[src/rtl/pipeline_stall_ctrl_pkg.sv]
// Shared pipeline definitions: stall-sequencer FSM states and the
// hard-wired zero register that never creates a load-use dependency.
package pipeline_stall_ctrl_pkg;

    typedef enum logic [2:0] {
        ST_RUN   = 3'd0,
        ST_IFILL = 3'd1,
        ST_DFILL = 3'd2,
        ST_DRAIN = 3'd3,
        ST_HALT  = 3'd4
    } state_e;

    localparam logic [3:0] REG_ZERO = 4'h0;

endpackage : pipeline_stall_ctrl_pkg

[src/rtl/pipeline_stall_ctrl_hazard_detect.sv]
// Load-use comparator: flags when the instruction in ID reads a register
// that the load currently in EX has not yet written back.
module hazard_detect
    import pipeline_stall_ctrl_pkg::*;
(
    input  logic [3:0] id_src1_i,
    input  logic [3:0] id_src2_i,
    input  logic       id_uses_src1_i,
    input  logic       id_uses_src2_i,
    input  logic [3:0] ex_dst_i,
    input  logic       ex_is_load_i,
    output logic       load_use_o
);

    logic src1_match;
    logic src2_match;

    assign src1_match = id_uses_src1_i && (id_src1_i == ex_dst_i);
    assign src2_match = id_uses_src2_i && (id_src2_i == ex_dst_i);

    // A load into the zero register writes nothing, so it cannot cause a hazard.
    assign load_use_o = ex_is_load_i && (ex_dst_i != REG_ZERO) && (src1_match || src2_match);

endmodule : hazard_detect

[src/rtl/pipeline_stall_ctrl.sv]
// Central hazard/stall sequencer for the five-stage pipeline: Mealy stall
// and flush controls, Moore memory-port grants, HLT drain and a saturating
// stall-cycle counter.
module pipeline_stall_ctrl
    import pipeline_stall_ctrl_pkg::*;
#(
    parameter int DRAIN_CYCLES = 4,
    parameter int CNT_W        = 16
) (
    input  logic             clk,
    input  logic             rst,
    input  logic [3:0]       id_srcReg1,
    input  logic [3:0]       id_srcReg2,
    input  logic             id_uses_src1,
    input  logic             id_uses_src2,
    input  logic             id_is_hlt,
    input  logic             br_taken,
    input  logic [3:0]       ex_dstReg,
    input  logic             ex_is_load,
    input  logic             icache_miss,
    input  logic             dcache_miss,
    input  logic             icache_fill_done,
    input  logic             dcache_fill_done,
    output logic             pc_wen,
    output logic             fd_wen,
    output logic             fd_flush,
    output logic             de_stall_en,
    output logic             de_d_cache_miss,
    output logic             xm_wen,
    output logic             mw_wen,
    output logic             mem_grant_i,
    output logic             mem_grant_d,
    output logic             halted,
    output logic [CNT_W-1:0] stall_cycles
);

    localparam int DW = (DRAIN_CYCLES > 1) ? $clog2(DRAIN_CYCLES) : 1;

    logic             load_use;
    logic             stall_cnt_en;

    state_e           state_q, state_d;
    logic [DW-1:0]    drain_cnt_q, drain_cnt_d;
    logic             drain_fill_q, drain_fill_d;
    logic             grant_i_q, grant_i_d;
    logic             grant_d_q, grant_d_d;
    logic [CNT_W-1:0] stall_q, stall_d;

    hazard_detect u_hazard_detect (
        .id_src1_i      (id_srcReg1),
        .id_src2_i      (id_srcReg2),
        .id_uses_src1_i (id_uses_src1),
        .id_uses_src2_i (id_uses_src2),
        .ex_dst_i       (ex_dstReg),
        .ex_is_load_i   (ex_is_load),
        .load_use_o     (load_use)
    );

    // Pipeline-register controls, prioritised: D-miss freeze, load-use, I-miss, branch.
    always_comb begin
        // NOTE: every output gets a default first so no path can infer a latch.
        pc_wen          = 1'b1;
        fd_wen          = 1'b1;
        fd_flush        = 1'b0;
        de_stall_en     = 1'b0;
        de_d_cache_miss = 1'b0;
        xm_wen          = 1'b1;
        mw_wen          = 1'b1;
        unique case (state_q)
            ST_RUN, ST_IFILL, ST_DFILL: begin
                if (dcache_miss || state_q == ST_DFILL) begin
                    pc_wen          = 1'b0;
                    fd_wen          = 1'b0;
                    xm_wen          = 1'b0;
                    mw_wen          = 1'b0;
                    de_stall_en     = 1'b1;
                    de_d_cache_miss = 1'b1;
                end else if (load_use) begin
                    pc_wen      = 1'b0;
                    fd_wen      = 1'b0;
                    de_stall_en = 1'b1;
                end else if (icache_miss || state_q == ST_IFILL) begin
                    pc_wen   = 1'b0;
                    fd_flush = 1'b1;
                end else if (br_taken) begin
                    fd_flush = 1'b1;
                end
            end
            ST_DRAIN: begin
                pc_wen   = 1'b0;
                fd_flush = 1'b1;
                // A D-miss while draining freezes the back end until its fill lands.
                if (dcache_miss || drain_fill_q) begin
                    fd_wen          = 1'b0;
                    xm_wen          = 1'b0;
                    mw_wen          = 1'b0;
                    de_stall_en     = 1'b1;
                    de_d_cache_miss = 1'b1;
                end
            end
            ST_HALT: begin
                pc_wen   = 1'b0;
                fd_wen   = 1'b0;
                xm_wen   = 1'b0;
                mw_wen   = 1'b0;
                fd_flush = 1'b1;
            end
            default: ;
        endcase
    end

    // Next state, drain countdown and the grants that follow the next state.
    always_comb begin
        state_d      = state_q;
        drain_cnt_d  = drain_cnt_q;
        drain_fill_d = drain_fill_q;
        unique case (state_q)
            ST_RUN: begin
                if (dcache_miss) begin
                    state_d = ST_DFILL;
                end else if (icache_miss) begin
                    state_d = ST_IFILL;
                end else if (id_is_hlt && !load_use) begin
                    state_d     = ST_DRAIN;
                    drain_cnt_d = DW'(DRAIN_CYCLES - 1);
                end
            end
            ST_IFILL: begin
                if (icache_fill_done) begin
                    state_d = dcache_miss ? ST_DFILL : ST_RUN;
                end
            end
            ST_DFILL: begin
                if (dcache_fill_done) begin
                    state_d = icache_miss ? ST_IFILL : ST_RUN;
                end
            end
            ST_DRAIN: begin
                if (drain_fill_q) begin
                    if (dcache_fill_done) begin
                        drain_fill_d = 1'b0;
                    end
                end else if (dcache_miss) begin
                    drain_fill_d = 1'b1;
                end else if (drain_cnt_q == '0) begin
                    state_d = ST_HALT;
                end else begin
                    drain_cnt_d = drain_cnt_q - DW'(1);
                end
            end
            ST_HALT: ;
            default: state_d = ST_RUN;
        endcase

        grant_i_d = (state_d == ST_IFILL);
        grant_d_d = (state_d == ST_DFILL) || (state_d == ST_DRAIN && drain_fill_d);
    end

    // Saturating stall counter: only cycles lost while the pipeline is live count.
    always_comb begin
        stall_cnt_en = !pc_wen && (state_q == ST_RUN || state_q == ST_IFILL || state_q == ST_DFILL);
        stall_d      = (stall_cnt_en && stall_q != '1) ? stall_q + CNT_W'(1) : stall_q;
    end

    // State register; reset aborts any fill and drops the grants asynchronously.
    always_ff @(posedge clk or posedge rst) begin
        // NOTE: sequential state uses non-blocking assignments so every flop samples pre-edge values.
        if (rst) begin
            state_q      <= ST_RUN;
            drain_cnt_q  <= '0;
            drain_fill_q <= 1'b0;
            grant_i_q    <= 1'b0;
            grant_d_q    <= 1'b0;
            stall_q      <= '0;
        end else begin
            state_q      <= state_d;
            drain_cnt_q  <= drain_cnt_d;
            drain_fill_q <= drain_fill_d;
            grant_i_q    <= grant_i_d;
            grant_d_q    <= grant_d_d;
            stall_q      <= stall_d;
        end
    end

    assign mem_grant_i  = grant_i_q;
    assign mem_grant_d  = grant_d_q;
    assign halted       = (state_q == ST_HALT);
    assign stall_cycles = stall_q;

endmodule : pipeline_stall_ctrl

[config.mk]
export PLATFORM = sky130hd
export DESIGN_NAME = pipeline_stall_ctrl
export DESIGN_NICKNAME = d
export VERILOG_FILES = /design/src/rtl/pipeline_stall_ctrl_pkg.sv /design/src/rtl/pipeline_stall_ctrl_hazard_detect.sv /design/src/rtl/pipeline_stall_ctrl.sv
export SDC_FILE = /design/constraint.sdc
export NUM_CORES = 1
export LEC_CHECK = 0
export BUFFER_PORTS_ARGS = -buffer_cell sky130_fd_sc_hd__buf_2
export CAP_MARGIN = 30
export CORE_MARGIN = 3
export CORE_UTILIZATION = 37
export CTS_CLUSTER_SIZE = 10
export DETAILED_ROUTE_END_ITERATION = 7
export PLACE_DENSITY_LB_ADDON = 0.3
export SYNTH_ARGS = -nofsm -noshare
export SYNTH_HDL_FRONTEND = slang
export SYNTH_SLANG_ARGS = --single-unit
[constraint.sdc]
create_clock -name clk -period 1.65 [get_ports clk]
set_input_delay 0.2475 -clock clk [delete_from_list [all_inputs] [get_ports clk]]
set_output_delay 0.2475 -clock clk [all_outputs]
set_load 0.005 [all_outputs]
# Word level (Yosys, flattened, before mapping)
# Index checks and enable logic that the tools add are counted.
# W data, S select, Z words.
# totals
mem_bits_rw	0
inputBits	23
n_memories	0
reg_bits	24
latchBits	0
rom_bits	0
elab_cells	91
out_inout_bits	26
# classes
n_mux	43
bitwise_logic	0
div_mod_pow	0
eq_ne	16
n_addsub	2
n_lt_le_gt_ge	0
n_shift	0
multipliers	0
n_reduce_logical	24
# op_table
operator	count
$mux W3	8
$mux W1	20
$add A16 B1 Y16 const B	1
$ne A16 B16 Y1 const B	1
$pmux W3 S5	1
$mux W2	7
$eq A3 B2 Y1 const B	4
$ne A2 B2 Y1 const B	6
$eq A4 B4 Y1	2
$logic_and A1 B1 Y1	8
$pmux W1 S2	4
$logic_or A1 B1 Y1	7
$reduce_and A7 Y1	1
$eq A3 B1 Y1 const B	2
$pmux W1 S3	2
$pmux W2 S2	1
$reduce_bool A4 Y1	1
$eq A3 B3 Y1 const B	1
$logic_not A3 Y1	1
$reduce_or A3 Y1	1
$logic_not A1 Y1	2
$logic_not A2 Y1	1
$reduce_bool A2 Y1	1
$reduce_or A2 Y1	1
$sub A2 B1 Y2 const B	1

# Logic depth before layout (Yosys ltp)
# Gate-level depths: netlist of the first run.
# depth
ltp_word	13
mapped_depth	7
depth_no_buf	7

# Hierarchy
# Synthesis of the first run repeated with hierarchy kept, for this count alone.
# unflattened
hier_cells	163
area_unflattened_um2	1545.2
# by_module_without_submodules
module	cells_per_inst	area_each_um2	n_inst	seq_area_each_um2
pipeline_stall_ctrl	149	1441.4	1	600.6
hazard_detect	14	103.8	1	0.0

# Worst setup path after synthesis of the first run
# Ideal clock, no wire load.
# synth_path
path_kind	register to output
start	reg state_q[1]
end	out pc_wen
path_buffers	2
slack_ps	-135
required_ps	1402
path_stages_with_launch	7
arrival_ps	1538
path_cell_list	dfrtp_1 -> clkbuf_1 -> nor3_1 -> nand2_1 -> nor3_4 -> buf_6 -> nand2b_1
# synth_between
elab_chain_len	6
word_cells_on_any_way	13
cone_classes	eq/ne: 4; mux: 4; reduce/logical: 5
# synth_lines
item	line_no	text
start: declaration	pipeline_stall_ctrl.sv:42	state_e state_q, state_d;
start signal: assignment	pipeline_stall_ctrl.sv:176	state_q <= state_d;
$eq A3 B1 Y1	pipeline_stall_ctrl.sv:69, pipeline_stall_ctrl.sv:82	
$logic_or A1 B1 Y1	pipeline_stall_ctrl.sv:82	end else if (icache_miss || state_q == ST_IFILL) begin
$mux W1	pipeline_stall_ctrl.sv:82	
$mux W1	pipeline_stall_ctrl.sv:78	end else if (load_use) begin
$mux W1	pipeline_stall_ctrl.sv:71	if (dcache_miss || state_q == ST_DFILL) begin
$pmux W1 S2 *	pipeline_stall_ctrl.sv:69	unique case (state_q)
end: declaration	pipeline_stall_ctrl.sv:24	output logic pc_wen,
# Every way passes the cells marked *; elsewhere a longest branch is shown, timed or not.

# Final worst setup path of the first run
# layout_path
start	in ex_dstReg[2]
end	out fd_flush
# layout_between
elab_chain_len	7
word_cells_on_any_way	11
cone_classes	eq/ne: 2; mux: 3; reduce/logical: 6
# layout_lines
item	line_no	text
start: declaration	pipeline_stall_ctrl.sv:18	input logic [3:0] ex_dstReg,
$eq A4 B4 Y1 (on tied branches)	pipeline_stall_ctrl_hazard_detect.sv:18, pipeline_stall_ctrl_hazard_detect.sv:19	
$logic_and A1 B1 Y1 (on tied branches)	pipeline_stall_ctrl_hazard_detect.sv:18, pipeline_stall_ctrl_hazard_detect.sv:19	
$logic_or A1 B1 Y1	pipeline_stall_ctrl_hazard_detect.sv:22	assign load_use_o = ex_is_load_i && (ex_dst_i != REG_ZERO) && (src1_match || src2_match);
$logic_and A1 B1 Y1 *	pipeline_stall_ctrl_hazard_detect.sv:22	
$mux W1 *	pipeline_stall_ctrl.sv:78	
$mux W1 *	pipeline_stall_ctrl.sv:71	
$pmux W1 S2 *	pipeline_stall_ctrl.sv:69	
end: declaration	pipeline_stall_ctrl.sv:26	output logic fd_flush,
# Marked as above.

==> metrics.md, run 1 <==
| Metric | Value |
|---|---|
| First-pass GRT wire length | 6530 um |
| VDD IR max | 0.553 mV |
| Root Buffer | clkbuf_8 |
| CP max stage cell | o41a_1 |
| Antenna violations before repair | 0 |
| PD cells | 1440 mW/mm^2 |
| Hpwl dp | 3010 um |
| Worst-margin pin slew | 0.354 ns |
| Placer Congestion | 0.871 |
| Critical Path End Type | output port |
| Fmax | 0.575 GHz |
| Startpoint Class | input port |
| Crit Path Category | input port to output port |
| WP data arrival | 1.49 ns |
| Max Slew Vio Count | 0 |
| Clock Path Buffers | 2 |
| CP startpoint | ex_dstReg[2] |
| Register area share after synthesis | 39.6% |
| Avg WL per Cell | 14.9 um |
| R2R Path Start | stall_cycles[6]$_DFFE_PP0P_ |
| Worst Hold Class | input port to asynchronous set/reset pin |
| 1st-iter DRT viols | 62 |
| H-tree depth | 1 |
| Crit-path max FO | 3 |
| Final worst-path setup slack | -0.0892 ns |
| Ys flop type | dfrtp_1 |
| Final Hold Viols | 0 |
| Max-cap check violation count | 0 |
| Pin count of the biggest net entering global routing | 25 |
| Synth Warn # | 0 |
| RSZ-0062 raised after global routing | yes |
| Slew HR | 76.2% |
| Die area | 0.00490 mm^2 |
| Layout cells sized above 1 | 55.0% |
| Ant diodes | 0 |
| Synth top cells by count | dfrtp_1, xor2_1, nor2_1, nand2_1, inv_1 |
| Worst skew pair latency | 0.27 ns |
| Most common cell in the synthesized netlist | dfrtp_1 |
| CP cell instances | buf_8 -> o41a_1 -> nand3_2 -> nor4_4 -> nor2_2 -> nand2_1 -> o211ai_1 -> buf_2 |
| Part of the cycle the worst path needs | 105% |
| Placeable Area | 0.00380 mm^2 |
| Register clock-pin slew on the reported worst setup and hold paths | 0.09 ns |
| Share of the synthesized area in the top cell type | 39.6% |
| Worst clock skew | 0.000929 ns |
| Status | complete, but fails checks |
| Finished layout cell area | 0.00244 mm^2 |
| Gate Count Post-Synth | 158 |
| Global Route Usage Sum | 16.4% |
| TritonRoute pass-1 iters | 4 |
| # IOs | 49 |
| Syn Nets | 183 |
| Overflow after GRT | 0 |
| Final Critical Period | 1.74 ns |
| Avg Cell Area, Syn | 9.59 um^2 |
| CP Data Required Time | 1.40 ns |
| Vias per inst | 5.23 |
| Post-Place Setup Slack | -0.295 ns |
| Post-DP Area | 0.00204 mm^2 |
| Row cnt | 22 |
| Final setup viols | 7 |
| CTS tree | done |
| Asr flop ratio synth | 100% |
| Routed WL | 4310 um |
| Failing checks | setup timing |
| DRC viols | 0 |
| Area delta synth->final | 60.8% |
| Die height | 70.0 um |
| Die width | 70.0 um |
| Hold Buf Count CTS | 0 |
| Cts bufs inserted | 3 |
| EDFF count, synth | 0 |
| Synthesized area | 0.00152 mm^2 |
| Clk sinks | 24 |
| Post-synthesis cell type count | 42 |
| FF+latch count, synth | 24 |
| Total power | 3.52 mW |
| Starting Density | 39.9% |
| Critical path's largest stage delay | 0.46 ns |
| Final layout net count | 268 |
| Antenna Violating Nets Remaining | 0 |
| Number of global-route vias before repair | 1,460 |
| Via count | 1,518 |
| Area leader, netlist | dfrtp_1 |
| Top post-synthesis cells by area | dfrtp_1, xor2_1, nor2_1, nand2_1, nand4_1 |
| Leakage | 1.10 nW |
| PortBufs | 48 |
## area by class of cell
type | count | area, um^2
inverter | 8 | 30.0
sequential | 24 | 604
clock buffer | 4 | 55.1
fill | 314 | 1360
multi-input combinational | 119 | 1080
timing repair buffer | 87 | 606
tap | 48 | 60.1
## cell usage in the layout (no fill, tap or decap), types with 3 or more instances in the layout
| master | synthesis | layout |
|---|---|---|
| nand2_1 | 10 | 8 |
| dfrtp_2 | 0 | 3 |
| nand3_2 | 0 | 3 |
| inv_1 | 8 | 8 |
| nor2b_1 | 3 | 3 |
| buf_6 | 1 | 10 |
| nor2_1 | 12 | 6 |
| o21ai_1 | 0 | 3 |
| nor4_4 | 0 | 4 |
| nor3_2 | 3 | 3 |
| o21ai_0 | 7 | 3 |
| buf_4 | 1 | 29 |
| clkbuf_8 | 0 | 4 |
| nand4_1 | 6 | 6 |
| buf_2 | 0 | 45 |
| nor2_2 | 1 | 5 |
| dfrtp_1 | 24 | 21 |
| nor3_4 | 1 | 4 |
| xor2_1 | 21 | 21 |
| nand3_1 | 6 | 3 |
## worst max-delay path, delay by kind of cell
kind / cells / cell delay [ns]
AOI/OAI and AO/OA: 2 / 0.62
and+or+nand+nor: 4 / 0.37
buffers and inverters: 2 / 0.24
## power by group
| part | leakage [nW] | internal [mW] | switching (mW) | total [mW] |
|---|---|---|---|---|
| Clock | 0.0288 | 0.213 | 0.196 | 0.409 |
| Sequential | 0.274 | 0.804 | 0.182 | 0.986 |
| Combinational | 0.793 | 1.07 | 1.05 | 2.12 |
## routing by layer
layer	wire, um	track usage (%)
met1	1940	21.3
met3	260	4.89
met2	2050	26.0
met5	0	0
met4	60	5.11
## per-stage QoR
| stage | hold slack, ns | utilization [%] | cells | TNS (ns) |
|---|---|---|---|---|
| finish | 0.0123 | 64.1 | 290 | -0.295 |
| global route | 0.0457 | 64.1 | 290 | -1.14 |
| CTS | 0.0183 | 58.5 | 284 | -0.244 |
| global placement | 0.307 | 53.7 | 278 | -4.31 |
| floorplan | 0.262 | - | 158 | -0.468 |
| detailed placement | 0.312 | 53.7 | 278 | -5.20 |
## final timing paths
kind / endpoint / slack [ns] / depth (start not counted)
max: fd_flush / -0.09 / 8
max in group asynchronous: state_q[0]$_DFF_PP0_ / 1.38 / 3
min reg2reg: stall_cycles[14]$_DFFE_PP0P_ / 0.50 / 1
max reg2reg: stall_cycles[1]$_DFFE_PP0P_ / -0.04 / 6
min: state_q[2]$_DFF_PP0_ / 0.01 / 3
min in group clk: drain_fill_q$_DFF_PP0_ / 0.23 / 2
## state kept, by name (all words and copies together) (netlist names)
name / count
drain_cnt_q: 2
drain_fill_q: 1
state_q: 3
mem_grant_d: 1
mem_grant_i: 1
stall_cycles: 16
## cell families (layout without fill, tap and decap cells)
logic type	after synthesis	in the layout	synth area share, %
buf+inv	15	99	4.54
xor+xnor	23	23	13.3
flops	24	24	39.6
mux	2	2	1.40
compound gates	25	25	11.0
simple gates	67	67	28.5
fa+ha+maj	2	2	1.65
## what timing repair did
item / in CTS / in global routing
pin swaps: 14 / 23
setup endpoints to repair: 19 / 28
cloned: 0 / 0
buffers inserted: 2 / 6
resized for setup: 28 / 37
Note: power is estimated with default switching activity, not from simulation.
==> run 2: changes to the inputs <==
==> constraint.sdc (replaced) <==
create_clock -name clk -period 1.65 [get_ports clk]
set_input_delay 0.165 -clock clk [delete_from_list [all_inputs] [get_ports clk]]
set_output_delay 0.165 -clock clk [all_outputs]
set_load 0.005 [all_outputs]
==> run 2 against run 1 <==
Via count fell by 3.1%. Highest routed layer unchanged. Flip-flop and latch count did not move. Critical path type is now flop to flop. Core utilization is 4.3 points lower. Clock power decreased by 4%. Sequential power decreased by 4.0%. The run now ends clean. Die area is the same. First-iteration DRC count up 32%. Global-route usage is 1.7 points lower.
==> metrics.md, run 2 (same netlist as run 1, synthesis figures left out) <==
| Metric | Value |
|---|---|
| Routed WL | 3810 um (-12%) |
| Met3 usage | 3.60% (-1.3 points) |
| Avg WL per Cell | 13.4 um (-10%) |
| Placer Congestion | 0.856 (-1.7%) |
| Worst Hold Class | input port to flop |
| Max-cap check violation count | 0 (unchanged) |
| WP data arrival | 1.78 ns (+0.29 ns) |
| Met1 track demand over resource | 19.2% (-2.1 points) |
| CP cell instances | and4_4 -> and4_4 -> nand4_1 -> nand2_4 -> nor2_4 -> mux2_4 |
| Placed instance count | 274 (-1.4%) |
| Met2 usage in global routing | 25.0% (-1.0 points) |
| Max Slew Vio Count | 0 (unchanged) |
| Most frequent cells in the layout | buf_2, buf_4, dfrtp_1, xor2_1, nor2_1 |
| Number of global-route vias before repair | 1,382 (-5.3%) |
| RSZ-0062 raised after global routing | yes |
| Root Buffer | clkbuf_8 |
| Reg area | 603 um^2 (-0.21%) |
| TNS Setup | 0 ns (+0.295 ns) |
| Most frequent cell on the critical path | and4_4 |
| Register clock-pin slew on the reported worst setup and hold paths | 0.08 ns (about the same) |
| Starting Density | 39.9% (unchanged) |
| Antenna violations before repair | 0 (unchanged) |
| Pin count of the biggest net entering global routing | 25 (unchanged) |
| Crit-path max FO | 6 (+3) |
| Final setup viols | 0 (-7) |
| Antenna Violating Nets Remaining | 0 (unchanged) |
| R2R Path Start | stall_cycles[6]$_DFFE_PP0P_ |
| Final Hold Viols | 0 (unchanged) |
| Total power | 3.36 mW (-4.5%) |
| CP Data Required Time | 1.80 ns (+0.40 ns) |
| Multi-input gate area | 997 um^2 (-7.8%) |
| PortBufs | 48 (unchanged) |
| First-pass GRT wire length | 6020 um (-7.8%) |
| Die area | 0.00490 mm^2 (unchanged) |
| Part of the cycle the worst path needs | 98.4% (-7.0 points) |
| Status | finished clean |
| Most common cell after layout, fill and taps aside | buf_2 |
| Leakage | 1.06 nW (-3.5%) |
| Layer with the highest usage | met2 |
| Ant diodes | 0 (unchanged) |
| PD cells | 1480 mW/mm^2 (+2.5%) |
| Vias per inst | 5.16 (-1.4%) |
| Instance count on the critical path | 6 (-2) |
| Area delta synth->final | 49.9% |
| Final layout net count | 263 (-1.9%) |
| Slew HR | 70.4% (-5.8 points) |
| Overflow after GRT | 0 (unchanged) |
| Cts bufs inserted | 3 (unchanged) |
| Fmax | 0.616 GHz (+7.2%) |
| Critical Path End Type | flop |
| Final Critical Period | 1.62 ns (-0.116 ns) |
| Worst-case reg-to-reg path depth | 6 (unchanged) |
| Die width | 70.0 um (unchanged) |
| CP max stage cell | dfrtp_1 |
| CP top delay family | simple AND/OR/NAND/NOR gates |
| CP Buf/Inv Count | 0 (-2) |
| Global Route Usage Sum | 14.6% (-1.7 points) |
| VDD IR max | 0.828 mV (+50%) |
| Clk sinks | 24 (unchanged) |
| H-tree depth | 1 (unchanged) |
| DRC viols | 0 (unchanged) |
| Clock Path Buffers | 2 (unchanged) |
| Worst skew pair latency | 0.26 ns (about the same) |
| Critical path's largest stage delay | 0.36 ns (-0.10 ns) |
| # IOs | 49 (unchanged) |
| Worst hold path cell count | 2 |
| CTS tree | done |
| Max reg flops | 16 (unchanged) |
| Worst-margin pin slew | 0.441 ns (+0.0867 ns) |
| TritonRoute pass-1 iters | 4 (unchanged) |
| Crit Path Category | flop to flop |
| Via count | 1,471 (-3.1%) |
| CP startpoint | stall_cycles[6]$_DFFE_PP0P_ |
| Startpoint Class | flop |
| Worst clock skew | 0.00192 ns (+0.000988 ns) |
| Die height | 70.0 um (unchanged) |
| Hpwl dp | 2910 um (-3.4%) |
| HP Start | dcache_fill_done |
| Finished Layout Cells | 285 (-1.7%) |
| Placeable Area | 0.00380 mm^2 (unchanged) |
| Row cnt | 22 (unchanged) |
| 1st-iter DRT viols | 82 (+32%) |
| Filler instances | 325 (+3.5%) |
| Layout cells sized above 1 | 49.8% (-5.2 points) |
-- run 2: changes by cell type in the layout (fill, tap and decap cells not counted), moves of 3 or more --
cell    delta
nor2_1     +4
nor3_2     +3
nor2_2     -4
buf_6      -6
buf_2      +3
nor3_4     -3
-- run 2: repair_timing --
action                                 CTS  global route
pin swaps                               10             4
endpoints found under the hold margin   24             0
hold buffers                             1             0
setup endpoints to repair               13            25
setup buffers                            4             3
resized for setup                       13            19
-- run 2: power breakdown --
group	internal [mW]	switching [mW]	total (mW)
logic	1.06	0.957	2.02
registers	0.802	0.146	0.947
clock network	0.213	0.181	0.394
-- run 2: layout make-up --
cell class / instances / share of cell area (%)
repair buffers: 82 / 23.1
flip-flops and latches: 24 / 26.6
well taps: 48 / 2.64
multi-input cells: 119 / 43.9
inverters: 8 / 1.32
clock buffers: 4 / 2.42
-- run 2: path summary, 6_finish.rpt --
path                                                end  slack [ns]
setup reg to reg            stall_cycles[1]$_DFFE_PP0P_        0.03
max in group asynchronous          state_q[2]$_DFF_PP0_        0.93
min in group asynchronous   stall_cycles[0]$_DFFE_PP0P_        0.47
setup / recovery            stall_cycles[1]$_DFFE_PP0P_        0.03
hold reg to reg            stall_cycles[14]$_DFFE_PP0P_        0.48
hold / removal                   drain_fill_q$_DFF_PP0_        0.12
-- run 2: stage by stage --
stage,hold slack [ns],utilization [%],setup WS (ns),area [um^2]
2_1_floorplan,0.180,-,-0.0151,1540
3_3_place_gp,0.222,52.8,-0.173,2000
3_5_place_dp,0.222,52.8,-0.243,2000
4_1_cts,0.122,56.5,0.00248,2150
5_1_grt,0.149,59.8,-0.0679,2270
6_report,0.120,59.8,0.0269,2270
-- run 2: worst register-to-register path: stages, from the launching register on --
cell and delay (ns):
dfrtp_1 0.36, and4_4 0.22, and4_4 0.25, nand4_1 0.16, nand2_4 0.17, nor2_4 0.06
mux2_4 0.29
-- run 2: metal layers --
layer  up-vias  routed length, um
met5         -                  0
met4         0                 13
met3         2                123
met2        24               2000
met1       724               1670
li1        721                  -
==> run 3: changes to the inputs <==
Settings changed: PLACE_DENSITY_LB_ADDON 0.3 to default, SLEW_MARGIN from default to 20.
==> run 3 against run 2 <==
The flow now finishes with violations (setup timing). Clock skew rose by 0.0023 ns. Sequential power barely moved. Non-clock buffer count fell by 6. Final cell count fell by 2.5%. Global-route usage rose by 1.3 points. Core utilization fell by 0.49 points. Worst hold slack improved by 0.016 ns. Die area did not move. Critical endpoint is now stall_cycles[14]$_DFFE_PP0P_.
==> metrics.md, run 3 (same netlist as run 1, synthesis figures left out) <==
| Metric | Value |
|---|---|
| VDD IR max | 0.731 mV (-12%) |
| Number of global-route vias before repair | 1,486 (+7.5%) |
| R2r setup slk | -0.002 ns (-0.03 ns) |
| Most common cell after layout, fill and taps aside | buf_2 |
| R2R Path Start | state_q[1]$_DFF_PP0_ |
| Startpoint Class | flop |
| Worst Hold Class | input port to flop |
| Met2 Wirelength | 2220 um (+11%) |
| Status | complete, but fails checks |
| Final worst-path setup slack | -0.00181 ns (-0.0288 ns) |
| Ant diodes | 0 (unchanged) |
| Die area | 0.00490 mm^2 (unchanged) |
| CP Data Required Time | 1.84 ns (+0.04 ns) |
| Final setup viols | 1 (+1) |
| Worst-case reg-to-reg path depth | 9 (+3) |
| CP startpoint | state_q[1]$_DFF_PP0_ |
| Crit path to | stall_cycles[14]$_DFFE_PP0P_ |
| First-pass GRT wire length | 6510 um (+8.1%) |
| PD cells | 1410 mW/mm^2 (-4.8%) |
| Overflow after GRT | 0 (unchanged) |
| Starting Density | 39.9% (unchanged) |
| Root Buffer | clkbuf_8 |
| Post-Place Setup Slack | -0.211 ns (+0.0311 ns) |
| HP Start | dcache_fill_done |
| Global Route Usage Sum | 16.0% (+1.3 points) |
| Most frequent cells in the layout | buf_2, buf_4, dfrtp_1, xor2_1, nor2_1 |
| Crit-path max FO | 5 (-1) |
| Final Hold Viols | 0 (unchanged) |
| WP data arrival | 1.84 ns (+0.06 ns) |
| Finished layout cell area | 0.00225 mm^2 (-0.83%) |
| FF-to-FF End | stall_cycles[14]$_DFFE_PP0P_ |
| Failing checks | setup timing |
| Worst-margin pin slew | 0.426 ns (-0.0147 ns) |
| Fmax | 0.605 GHz (-1.7%) |
| DRC viols | 0 (unchanged) |
| Register clock-pin slew on the reported worst setup and hold paths | 0.08 ns (about the same) |
| Routed WL | 3980 um (+4.6%) |
| Row cnt | 22 (unchanged) |
| # IOs | 49 (unchanged) |
| Highest metal used | met4 |
| Final Critical Period | 1.65 ns (+0.0288 ns) |
| Leakage | 1.01 nW (-4.1%) |
| TritonRoute pass-1 iters | 4 (unchanged) |
| Die width | 70.0 um (unchanged) |
| Die height | 70.0 um (unchanged) |
| Placeable Area | 0.00380 mm^2 (unchanged) |
| CTS tree | done |
| Vias per inst | 5.24 (+1.5%) |
| Clock Path Buffers | 2 (unchanged) |
| 1st-iter DRT viols | 35 (-57%) |
| Placer Congestion | 0.854 (-0.23%) |
| PortBufs | 48 (unchanged) |
| Final layout net count | 257 (-2.3%) |
| H-tree depth | 1 (unchanged) |
| Via count | 1,457 (-0.95%) |
| Util after Layout | 59.3% (-0.49 points) |
| RSZ-0062 raised after global routing | yes |
| Layout cells sized above 1 | 50.0% (+0.21 points) |
| Critical Path End Type | flop |
| Part of the cycle the worst path needs | 100% (+1.7 points) |
| Routed wl met3 | 156 um (+27%) |
| Area delta synth->final | 48.6% |
| Antenna violations before repair | 0 (unchanged) |
| Pin count of the biggest net entering global routing | 25 (unchanged) |
| Worst skew pair latency | 0.26 ns (about the same) |
| Slew HR | 71.4% (+0.98 points) |
| Post-DP Area | 0.00198 mm^2 (-1.0%) |
| Max Slew Vio Count | 0 (unchanged) |
| Max reg flops | 16 (unchanged) |
| Antenna Violating Nets Remaining | 0 (unchanged) |
| Cts bufs inserted | 3 (unchanged) |
| Crit Path Category | flop to flop |
| Clk sinks | 24 (unchanged) |
| Wl on met1 | 1590 um (-4.8%) |
| Worst clock skew | 0.00426 ns (+0.00234 ns) |
| Max-cap check violation count | 0 (unchanged) |
| Avg WL per Cell | 14.3 um (+7.2%) |
| Hpwl dp | 2960 um (+1.6%) |
## run 3: how the worst min path moves through the flow
stage,end,slack (ns),cells past startpoint
after floorplan,drain_cnt_q[0]$_DFFE_PP0P_,0.18,1
after global placement,mem_grant_i$_DFF_PP0_,0.22,3
after detailed placement,drain_cnt_q[1]$_DFFE_PP0P_,0.22,3
after CTS,drain_fill_q$_DFF_PP0_,0.12,2
after global routing,drain_fill_q$_DFF_PP0_,0.13,2
final,drain_fill_q$_DFF_PP0_,0.14,2
## run 3: per-layer routing
layer  GRT usage, %  vias to the layer above
met3           3.88                        2
li1               -                      709
met5              0                        -
met2           30.2                       30
met1           18.5                      716
met4           1.91                        0
## run 3: cell type report
cell class / count / area [um^2]
fillers: 333 / 1550
multi-input cells: 119 / 1040
flip-flops and latches: 24 / 602
repair buffers: 76 / 482
well taps: 48 / 60.1
clock buffers: 3 / 41.3
inverters: 8 / 30.0
## run 3: worst max-delay path, stage by stage, from the launching register on
cell and delay, ns:
dfrtp_1 0.43, nor2_2 0.16, a21oi_2 0.08, nand2_2 0.09
nor3_4 0.04, buf_12 0.13, buf_4 0.16, buf_12 0.14
nor3_4 0.17, xor2_1 0.17
## run 3: what timing repair did
| action | CTS | global route |
|---|---|---|
| setup buffers | 6 | 2 |
| gates resized for setup | 9 | 27 |
| endpoints found under the hold margin | 24 | 0 |
| hold buffers | 1 | 0 |
| pin swaps | 9 | 9 |
| gates cloned | 0 | 0 |
| setup endpoints to repair | 12 | 25 |
## run 3: report_power, final
| group | switching, mW | leakage, nW | internal (mW) |
|---|---|---|---|
| logic | 0.969 | 0.715 | 0.928 |
| registers | 0.145 | 0.277 | 0.802 |
| clock network | 0.167 | 0.0216 | 0.163 |
## run 3: per-stage QoR
stage	hold slack, ns	power (mW)	cells	setup TNS (ns)
final	0.136	3.17	278	-0.00181
after global routing	0.127	3.42	278	-1.04
after CTS	0.124	2.98	277	-0.189
after detailed placement	0.225	2.57	268	-2.60
after global placement	0.216	2.52	268	-1.76
after floorplan	0.180	1.86	158	-0.0747
